$ cat src/rtl/led_scan_arbiter_pkg.sv
// Shared game-side definitions for the LED matrix scan path: scan states,
// column/row constants and the default slot timing used by the divider modules.
package led_scan_arbiter_pkg;

    typedef enum logic [1:0] {
        ST_IDLE  = 2'd0,
        ST_BLANK = 2'd1,
        ST_SHOW  = 2'd2
    } scan_state_t;

    localparam logic [7:0] ALL_OFF = 8'hFF;
    localparam int ROWS  = 8;
    localparam int ROW_W = $clog2(ROWS);

    localparam int DEF_SLOT_CYC  = 10000;
    localparam int DEF_BLANK_CYC = 200;

    // Columns are active-low: a lit pixel pulls its column low when the colour is enabled.
    function automatic logic [7:0] colDrive(input logic [7:0] pix, input logic colourOn);
        return colourOn ? ~pix : ALL_OFF;
    endfunction

endpackage

$ cat src/rtl/led_scan_arbiter_rr_pick.sv
// Combinational round-robin picker: first valid layer after the pointer,
// wrapping around, with a flag when the pick did not move past the pointer.
module rr_pick #(
    parameter int N_LAYER = 4,
    parameter int IW      = (N_LAYER > 1) ? $clog2(N_LAYER) : 1
) (
    input  logic [N_LAYER-1:0] i_valid,
    input  logic [IW-1:0]      i_ptr,
    output logic [N_LAYER-1:0] o_grant,
    output logic [IW-1:0]      o_idx,
    output logic               o_any,
    output logic               o_wrap
);

    logic [IW-1:0] w_cand;

    // Search starts one past the pointer so the last winner comes up last.
    always_comb begin
        o_grant = '0;
        o_idx   = '0;
        o_any   = 1'b0;
        w_cand  = '0;
        for (int k = 1; k <= N_LAYER; k++) begin
            w_cand = IW'((int'(i_ptr) + k) % N_LAYER);
            if (!o_any && i_valid[w_cand]) begin
                o_any           = 1'b1;
                o_idx           = w_cand;
                o_grant[w_cand] = 1'b1;
            end
        end
    end

    assign o_wrap = o_any && (o_idx <= i_ptr);

endmodule

$ cat src/rtl/led_scan_arbiter.sv
// Round-robin time multiplexing of sprite layers onto the shared 8x8 RGB
// matrix pins, with per-slot dead-time blanking and overlap-onset pulses.
module led_scan_arbiter
    import led_scan_arbiter_pkg::*;
#(
    parameter int N_LAYER   = 4,
    parameter int SLOT_CYC  = DEF_SLOT_CYC,
    parameter int BLANK_CYC = DEF_BLANK_CYC
) (
    input  logic                   CLK,
    input  logic                   Clear,
    input  logic                   enable,
    input  logic [N_LAYER-1:0]     layer_valid,
    input  logic [3*N_LAYER-1:0]   layer_row,
    input  logic [8*N_LAYER-1:0]   layer_pix,
    input  logic [3*N_LAYER-1:0]   layer_rgb,
    output logic [7:0]             position_R,
    output logic [7:0]             position_G,
    output logic [7:0]             position_B,
    output logic [2:0]             S,
    output logic [N_LAYER-1:0]     grant,
    output logic                   frame_done,
    output logic [N_LAYER-1:0]     hit_rise
);

    localparam int IW = (N_LAYER > 1) ? $clog2(N_LAYER) : 1;
    localparam int CW = $clog2(SLOT_CYC);
    localparam logic [CW-1:0] CNT_LAST_BLANK = CW'(BLANK_CYC - 1);
    localparam logic [CW-1:0] CNT_LAST       = CW'(SLOT_CYC - 1);

    scan_state_t        r_state;
    logic [CW-1:0]      r_cnt;
    logic [IW-1:0]      r_ptr;
    logic [IW-1:0]      r_gidx;
    logic               r_hasWin;
    logic [N_LAYER-1:0] r_grant;
    logic [ROW_W-1:0]   r_S;
    logic [7:0]         r_posR;
    logic [7:0]         r_posG;
    logic [7:0]         r_posB;
    logic               r_frameDone;
    logic [N_LAYER-1:0] r_hitRise;
    logic [N_LAYER-1:0] r_prevOv;
    logic [7:0]         r_shPix [N_LAYER];
    logic [2:0]         r_shRgb [N_LAYER];

    logic [ROW_W-1:0]   w_row [N_LAYER];
    logic [7:0]         w_pix [N_LAYER];
    logic [2:0]         w_rgb [N_LAYER];
    logic [N_LAYER-1:0] w_overlap;
    logic [N_LAYER-1:0] w_grant;
    logic [IW-1:0]      w_idx;
    logic               w_any;
    logic               w_wrap;
    logic [7:0]         w_showPix;
    logic [2:0]         w_showRgb;

    for (genvar gi = 0; gi < N_LAYER; gi++) begin : g_unpack
        assign w_row[gi] = layer_row[gi*ROW_W +: ROW_W];
        assign w_pix[gi] = layer_pix[gi*8 +: 8];
        assign w_rgb[gi] = layer_rgb[gi*3 +: 3];
    end

    rr_pick #(
        .N_LAYER (N_LAYER),
        .IW      (IW)
    ) u_pick (
        .i_valid (layer_valid),
        .i_ptr   (r_ptr),
        .o_grant (w_grant),
        .o_idx   (w_idx),
        .o_any   (w_any),
        .o_wrap  (w_wrap)
    );

    // A layer overlaps when any other valid layer lights a common pixel on the same row.
    always_comb begin
        w_overlap = '0;
        for (int i = 0; i < N_LAYER; i++) begin
            for (int j = 0; j < N_LAYER; j++) begin
                if (i != j && layer_valid[j] && w_row[i] == w_row[j] &&
                    (w_pix[i] & w_pix[j]) != 8'h00) begin
                    w_overlap[i] = 1'b1;
                end
            end
        end
    end

    assign w_showPix = r_shPix[r_gidx];
    assign w_showRgb = r_shRgb[r_gidx];

    always_ff @(posedge CLK or negedge Clear) begin
        if (!Clear) begin
            r_state     <= ST_IDLE;
            r_cnt       <= '0;
            r_ptr       <= IW'(N_LAYER - 1);
            r_gidx      <= '0;
            r_hasWin    <= 1'b0;
            r_grant     <= '0;
            r_S         <= '0;
            r_posR      <= ALL_OFF;
            r_posG      <= ALL_OFF;
            r_posB      <= ALL_OFF;
            r_frameDone <= 1'b0;
            r_hitRise   <= '0;
            r_prevOv    <= '0;
            for (int i = 0; i < N_LAYER; i++) begin
                r_shPix[i] <= '0;
                r_shRgb[i] <= '0;
            end
        end else begin
            r_frameDone <= 1'b0;
            r_hitRise   <= '0;
            case (r_state)
                ST_IDLE: begin
                    r_posR   <= ALL_OFF;
                    r_posG   <= ALL_OFF;
                    r_posB   <= ALL_OFF;
                    r_grant  <= '0;
                    r_hasWin <= 1'b0;
                    if (enable) begin
                        r_state <= ST_BLANK;
                        r_cnt   <= '0;
                    end
                end
                ST_BLANK: begin
                    r_posR <= ALL_OFF;
                    r_posG <= ALL_OFF;
                    r_posB <= ALL_OFF;
                    // Slot start: freeze the inputs for the whole slot and hand it to the next layer.
                    if (r_cnt == '0) begin
                        for (int i = 0; i < N_LAYER; i++) begin
                            r_shPix[i] <= w_pix[i];
                            r_shRgb[i] <= w_rgb[i];
                        end
                        if (w_any) begin
                            r_ptr       <= w_idx;
                            r_gidx      <= w_idx;
                            r_grant     <= w_grant;
                            r_hasWin    <= 1'b1;
                            r_S         <= w_row[w_idx];
                            r_frameDone <= w_wrap;
                        end else begin
                            r_grant  <= '0;
                            r_hasWin <= 1'b0;
                        end
                        r_hitRise <= w_overlap & ~r_prevOv;
                        r_prevOv  <= w_overlap;
                    end
                    if (r_cnt == CNT_LAST_BLANK) begin
                        r_state <= ST_SHOW;
                    end
                    r_cnt <= r_cnt + 1'b1;
                end
                ST_SHOW: begin
                    if (r_hasWin) begin
                        r_posR <= colDrive(w_showPix, w_showRgb[2]);
                        r_posG <= colDrive(w_showPix, w_showRgb[1]);
                        r_posB <= colDrive(w_showPix, w_showRgb[0]);
                    end else begin
                        r_posR <= ALL_OFF;
                        r_posG <= ALL_OFF;
                        r_posB <= ALL_OFF;
                    end
                    if (r_cnt == CNT_LAST) begin
                        r_cnt <= '0;
                        if (enable) begin
                            r_state <= ST_BLANK;
                        end else begin
                            r_state  <= ST_IDLE;
                            r_posR   <= ALL_OFF;
                            r_posG   <= ALL_OFF;
                            r_posB   <= ALL_OFF;
                            r_grant  <= '0;
                            r_hasWin <= 1'b0;
                        end
                    end else begin
                        r_cnt <= r_cnt + 1'b1;
                    end
                end
                default: begin
                    r_state <= ST_IDLE;
                end
            endcase
        end
    end

    assign position_R = r_posR;
    assign position_G = r_posG;
    assign position_B = r_posB;
    assign S          = r_S;
    assign grant      = r_grant;
    assign frame_done = r_frameDone;
    assign hit_rise   = r_hitRise;

endmodule
$ cat config.mk
export PLATFORM = sky130hd
export DESIGN_NAME = led_scan_arbiter
export DESIGN_NICKNAME = d
export VERILOG_FILES = /design/src/rtl/led_scan_arbiter_pkg.sv /design/src/rtl/led_scan_arbiter_rr_pick.sv /design/src/rtl/led_scan_arbiter.sv
export SDC_FILE = /design/constraint.sdc
export NUM_CORES = 1
export LEC_CHECK = 0
export BUFFER_PORTS_ARGS = -buffer_cell sky130_fd_sc_hd__buf_2
export CAP_MARGIN = 30
export CORE_AREA = 10 10 150 97
export DETAILED_ROUTE_END_ITERATION = 8
export DIE_AREA = 0 0 160 107
export HOLD_SLACK_MARGIN = 0.05
export MAX_ROUTING_LAYER = met4
export PLACE_DENSITY = 0.79
export SKIP_LAST_GASP = 1
export SLEW_MARGIN = 30
export SYNTH_ARGS = -nofsm -noshare
export SYNTH_HDL_FRONTEND = slang
export SYNTH_SLANG_ARGS = --single-unit
$ cat constraint.sdc
create_clock -name CLK -period 5.2 [get_ports CLK]
set_input_delay 1.04 -clock CLK [delete_from_list [all_inputs] [get_ports CLK]]
set_output_delay 1.04 -clock CLK [all_outputs]
set_load 0.01 [all_outputs]
-- Word-level counts from Yosys, hierarchy flattened
Index checks and enable logic that the tools add are counted.
- output and inout bits: 36
- input bits: 63
- bits in registers: 105
- reduce and logical (&&, ||, !) cells: 51
- add/sub/neg operators: 5
- bitwise gates (word level): 14
- equality and inequality tests: 21
- $lt $le $gt $ge: 11
- muxes and demuxes: 87
- operators by type and width (operator ; count):
    two-way mux 8 bit ; 14
    AND 8 bit ; 6
    case mux 8 bit (2 select lines) ; 3
    nonzero test 8 bit ; 6
    case mux 14 bit (3 select lines) ; 1
    two-way mux 4 bit ; 10
    == test 3 bit ; 12
    logical AND 1 bit ; 32
    two-way mux 1 bit ; 32
    two-way mux 14 bit ; 2
    binary-select mux 8 bit (select 2 bit) ; 1
    adder 14 x 1 -> 14 bit, second input constant ; 1
    == test 14 bit, second input constant ; 1
    == test 14 x 8 -> 1 bit, second input constant ; 1
    zero test 14 bit ; 1
    two-way mux 2 bit ; 7
    binary-select mux 3 bit (select 2 bit) ; 2
    < comparator 2 x 3 -> 1 bit, second input constant ; 4
    two-way mux 3 bit ; 4
    bitwise OR 4 bit ; 3
    case mux 4 bit (3 select lines) ; 1
    inequality test 2 bit, second input constant ; 5
    binary-select mux 1 bit (select 2 bit) ; 4
    demux 1 bit (select 2 bit) ; 4
    other kinds (21) ; 32

-- Logic depth before layout (Yosys ltp)
- depth in word-level cells: 18
- gate-level depth with buffers: 13
- mapped depth without buffers: 11

-- By module
Synthesis repeated with hierarchy kept, for this count alone.
- cells, all modules: 614
- area total of the unflattened synthesis: 5940.7 sq um
- by module, submodules not included (module ; area an instance (sq um) ; times used ; cells each):
    led_scan_arbiter ; 5377.7 ; 1 ; 540
    rr_pick ; 563.0 ; 1 ; 74

-- Worst setup path before layout
No wires, ideal clock.
- kind: register -> register
- start: register r_ptr[0]
- end: register r_frameDone, in the netlist frame_done
- slack: 1878 ps
- arrival time: 3197 ps
- setup time: 125 ps
- stages on the path, launching flop included: 12
- required time: 5075 ps
- cell sequence: dfstp_2 -> buf_6 -> clkbuf_1 -> inv_1 -> ha_1 -> mux4_2 -> and3_1 -> a21oi_1 -> o31ai_4 -> ha_1 -> a21oi_1 -> nor2_1
- word-level cells in the longest chain between the ends: 18
- elaborated cells between the ends (all ways): 31
- classes of those cells: 4 x add/sub; 1 x order compare; 19 x mux; 7 x reduce/logical
- RTL lines (element ; RTL line ; source):
    from (decl) ; led_scan_arbiter.sv:33 ; logic [IW-1:0] r_ptr;
    from (signal assigned) ; led_scan_arbiter.sv:96 ; r_ptr <= IW'(N_LAYER - 1);
    from (signal assigned) ; led_scan_arbiter.sv:137 ; r_ptr <= w_idx;
    adder 2 x 1 -> 2 bit ; led_scan_arbiter_rr_pick.sv:24 ; w_cand = IW'((int'(i_ptr) + k) % N_LAYER);
    binary-select mux 1 bit (select 2 bit) ; led_scan_arbiter_rr_pick.sv:25 ; if (!o_any && i_valid[w_cand]) begin
    two-way mux 1 bit (not written as such) ; led_scan_arbiter_rr_pick.sv:25 ;
    two-way mux 1 bit ; led_scan_arbiter_rr_pick.sv:25 ;
    zero test 1 bit ; led_scan_arbiter_rr_pick.sv:25 ;
    logical AND 1 bit ; led_scan_arbiter_rr_pick.sv:25 ;
    two-way mux 1 bit ; led_scan_arbiter_rr_pick.sv:25 ;
    zero test 1 bit ; led_scan_arbiter_rr_pick.sv:25 ;
    [2 not listed] ; - ;
    zero test 1 bit ; led_scan_arbiter_rr_pick.sv:25 ;
    logical AND 1 bit ; led_scan_arbiter_rr_pick.sv:25 ;
    two-way mux 2 bit ; led_scan_arbiter_rr_pick.sv:25 ;
    <= comparator 2 bit ; led_scan_arbiter_rr_pick.sv:33 ; assign o_wrap = o_any && (o_idx <= i_ptr);
    logical AND 1 bit ; led_scan_arbiter_rr_pick.sv:33 ;
    two-way mux 1 bit (*) ; led_scan_arbiter.sv:136 ; if (w_any) begin
    two-way mux 1 bit (*) ; led_scan_arbiter.sv:131 ; if (r_cnt == '0) begin
    two-way mux 1 bit (*) ; led_scan_arbiter.sv:114 ; case (r_state)
    to (signal assigned) ; led_scan_arbiter.sv:142 ; r_frameDone <= w_wrap;
    to (decl) ; led_scan_arbiter.sv:41 ; logic r_frameDone;
Every way passes the cells marked *; elsewhere a longest branch is shown, timed or not. The select of a mux whose other input is x is not followed.
A chain may end at the register's enable or synchronous reset.

-- Worst setup path in the final report
Ends and elaborated chain as after synthesis.

==> impl_metrics.py <==
metrics = {
    "sta": {
        "setup_violations": 0,
        "slew_headroom_pct": 38.1,
        "setup_tns_ns": 0,
        "max_clock_freq_ghz": 0.293,
        "min_period_ns": 3.41,
        "hold_viol": 0,
        "drv_slew": 0,
        "tightest_slew_ns": 0.903,
        "skew_ns": 0.0121,
        "period_share_pct": 65.6,
        "rsz0062_at_grt": "no",
    },
    "synthesis": {
        "syn_inst": 513,
        "ys_types": 49,
        "yosysSeqAreaShare_pct": 46.2,
        "synthArstFlopShare_pct": 100,
        "netlist_area_sq_mm": 0.00576,
        "ys_ff_latch": 105,
        "yosys_warnings": 0,
        "yosys_most_used_dff": "dfrtp_1",
        "syn_area_per_cell_sq_um": 11.2,
        "synthesis.nets": 592,
        "synth_edf_count": 0,
    },
    "clocking": {
        "cts_resized": 0,
        "cts_tree": "built",
        "clockBufferDepth": 2,
        "root_buffer": "clkbuf_16",
        "ctsHoldBuffers": 0,
        "insertion_delay_ns": 0.36,
        "cts_buffers": 9,
        "clkSlewWorstSetupHoldPaths_ns": 0.08,
        "post_cts_buffers": 0,
        "clkSinkCount": 105,
        "h-tree-depth": 3,
    },
    "outcome": {
        "status": "completed",
    },
    "worst_setup_path": {
        "cp.required_ns": 5.43,
        "end_kind": "register",
        "cp.arrival_ns": 3.64,
        "setup.worst_path.class": "register to register",
        "crit_path_max_fanout": 21,
        "start_kind": "register",
    },
    "route": {
        "drt-total-wl_microns": 15800,
        "wire_per_inst_microns": 20.5,
        "ant_nets": 0,
        "remaining_drc_errors": 0,
        "vias": 4577,
        "dr.pass1.iters": 5,
        "via_per_inst": 5.94,
        "drt_iter0_drc": 358,
    },
    "global_routing": {
        "gr-total-overflow": 0,
        "grt_max_degree": 55,
        "grt_pass1_vias": 4605,
        "grtUsageTotal_pct": 18.7,
        "antenna_found_initial": 0,
        "grt_pass1_wl_microns": 25100,
    },
    "min_path": {
        "hold_class": "register to register",
    },
    "die": {
        "io_pins": 99,
        "initial_utilization_pct": 48.9,
        "die_h_microns": 107,
        "dieArea_sq_mm": 0.0171,
        "fp.dieW_microns": 160,
        "core_area_sq_mm": 0.0118,
        "num_rows": 31,
    },
    "power_and_ir_drop": {
        "p_leak_nw": 2.80,
        "powerDensity_mw_per_mm2": 545,
        "vdd_drop_max_v": 0.000249,
    },
    "place": {
        "place_congestion": 0.918,
        "io_buffers": 98,
        "dpl.hpwl_microns": 11900,
    },
    "final_layout": {
        "nets": 679,
        "drive_gt1_share_pct": 35.0,
        "syn2layout_area_growth_pct": 16.3,
        "diodes": 0,
        "fin_util_pct": 56.8,
    },
    "run": {
        "cap_violations": 0,
    },
}
synth_stat cells (all sizes together) (6+ instances only):
master / number / area, sq um
a21oi: 37 / 185
a221oi: 6 / 52.6
a22o: 12 / 105
a22oi: 19 / 143
a31oi: 7 / 43.8
buf: 10 / 68.8
clkbuf: 15 / 56.3
dfrtp: 79 / 1980
dfstp: 26 / 683
ha: 16 / 200
inv: 16 / 60.1
mux2: 49 / 552
mux2i: 10 / 100
mux4: 13 / 293
nand2: 33 / 124
nand3: 13 / 65.1
nor2: 9 / 33.8
nor2b: 39 / 251
nor3: 6 / 30.0
o21ai: 21 / 105
o31ai: 6 / 58.8
xnor2: 20 / 175
critical path: stages (launching register included):
cell and delay, ns:
dfstp_2 0.82, inv_1 0.22, ha_1 0.45, mux4_2 0.55, and3_1 0.18, a21oi_1 0.35
o31ai_4 0.20, ha_1 0.32, a21oi_1 0.14, nor2_1 0.06
metrics by stage:
step	worst slack [ns]	std cells	hold slack, ns	total power [W]	area [sq um]
2_1_floorplan	1.88	513	0.399	0.00250	5760
3_3_place_gp	1.94	753	0.419	0.00284	6350
3_5_place_dp	1.82	754	0.417	0.00293	6390
4_1_cts	1.80	770	0.447	0.00365	6700
5_1_grt	1.58	770	0.456	0.00387	6700
6_report	1.79	770	0.442	0.00365	6700
per-layer routing:
metal  GRT usage (%)  vias up  wire (microns)
met1            25.5     2260            7290
met2            25.6      230            6620
met5               -        -               0
met3            6.80       24            1640
met4            4.57        0             204
li1                -     2063               -
kinds of logic after synthesis:
family          count (synthesis)  share of synthesized area [%]
simple gates                  121                           11.4
compound gates                137                           16.2
flops                         105                           46.2
fa+ha+maj                      16                           3.47
mux                            72                           16.4
buf+inv                        41                           3.21
xor+xnor                       21                           3.19
placed cells by master (no fill, tap or decap), types with 16 or more instances in the layout:
cell	Yosys	layout
dfrtp_1	79	79
a21oi_1	37	37
buf_2	7	97
nand2_1	33	32
mux2_2	49	49
o21ai_0	21	21
nor2b_1	38	38
ha_1	16	16
inv_1	16	16
xnor2_1	20	20
a22oi_1	19	19
dfstp_2	26	26
cell type report:
| type | count | area, sq um |
|---|---|---|
| sequential | 105 | 2660 |
| inverter | 16 | 60.1 |
| timing repair buffer | 101 | 536 |
| clock buffer | 10 | 250 |
| tap | 165 | 206 |
| multi-input combinational | 367 | 2920 |
| clock inverter | 6 | 65.1 |
| fill | 1015 | 5090 |
worst paths after layout:
check	from	end	slack (ns)	cells after the start
hold reg to reg	r_prevOv[2]	hit_rise[2]	0.44	1
max in group asynchronous	Clear	position_R[5]	3.88	2
setup reg to reg	r_ptr[0]	frame_done	1.79	9
hold / removal	r_prevOv[2]	hit_rise[2]	0.44	1
setup / recovery	r_ptr[0]	frame_done	1.79	9
min in group asynchronous	Clear	r_cnt[6]	0.61	1
sequential cells by signal, indices dropped and copies added (netlist names):
register / cells
grant: 4
position_G: 8
r_gidx: 2
r_cnt: 14
hit_rise: 4
position_B: 8
r_state: 2
r_shPix: 32
frame_done: 1
S: 3
r_shRgb: 12
r_hasWin: 1
r_ptr: 2
position_R: 8
r_prevOv: 4
where the power goes:
part           internal, W  switching (W)  leakage, nW
combinational     0.000776       0.000828         1.39
clock             0.000370       0.000338        0.156
sequential         0.00111       0.000233         1.26
Power figures use the tool's default switching activity.
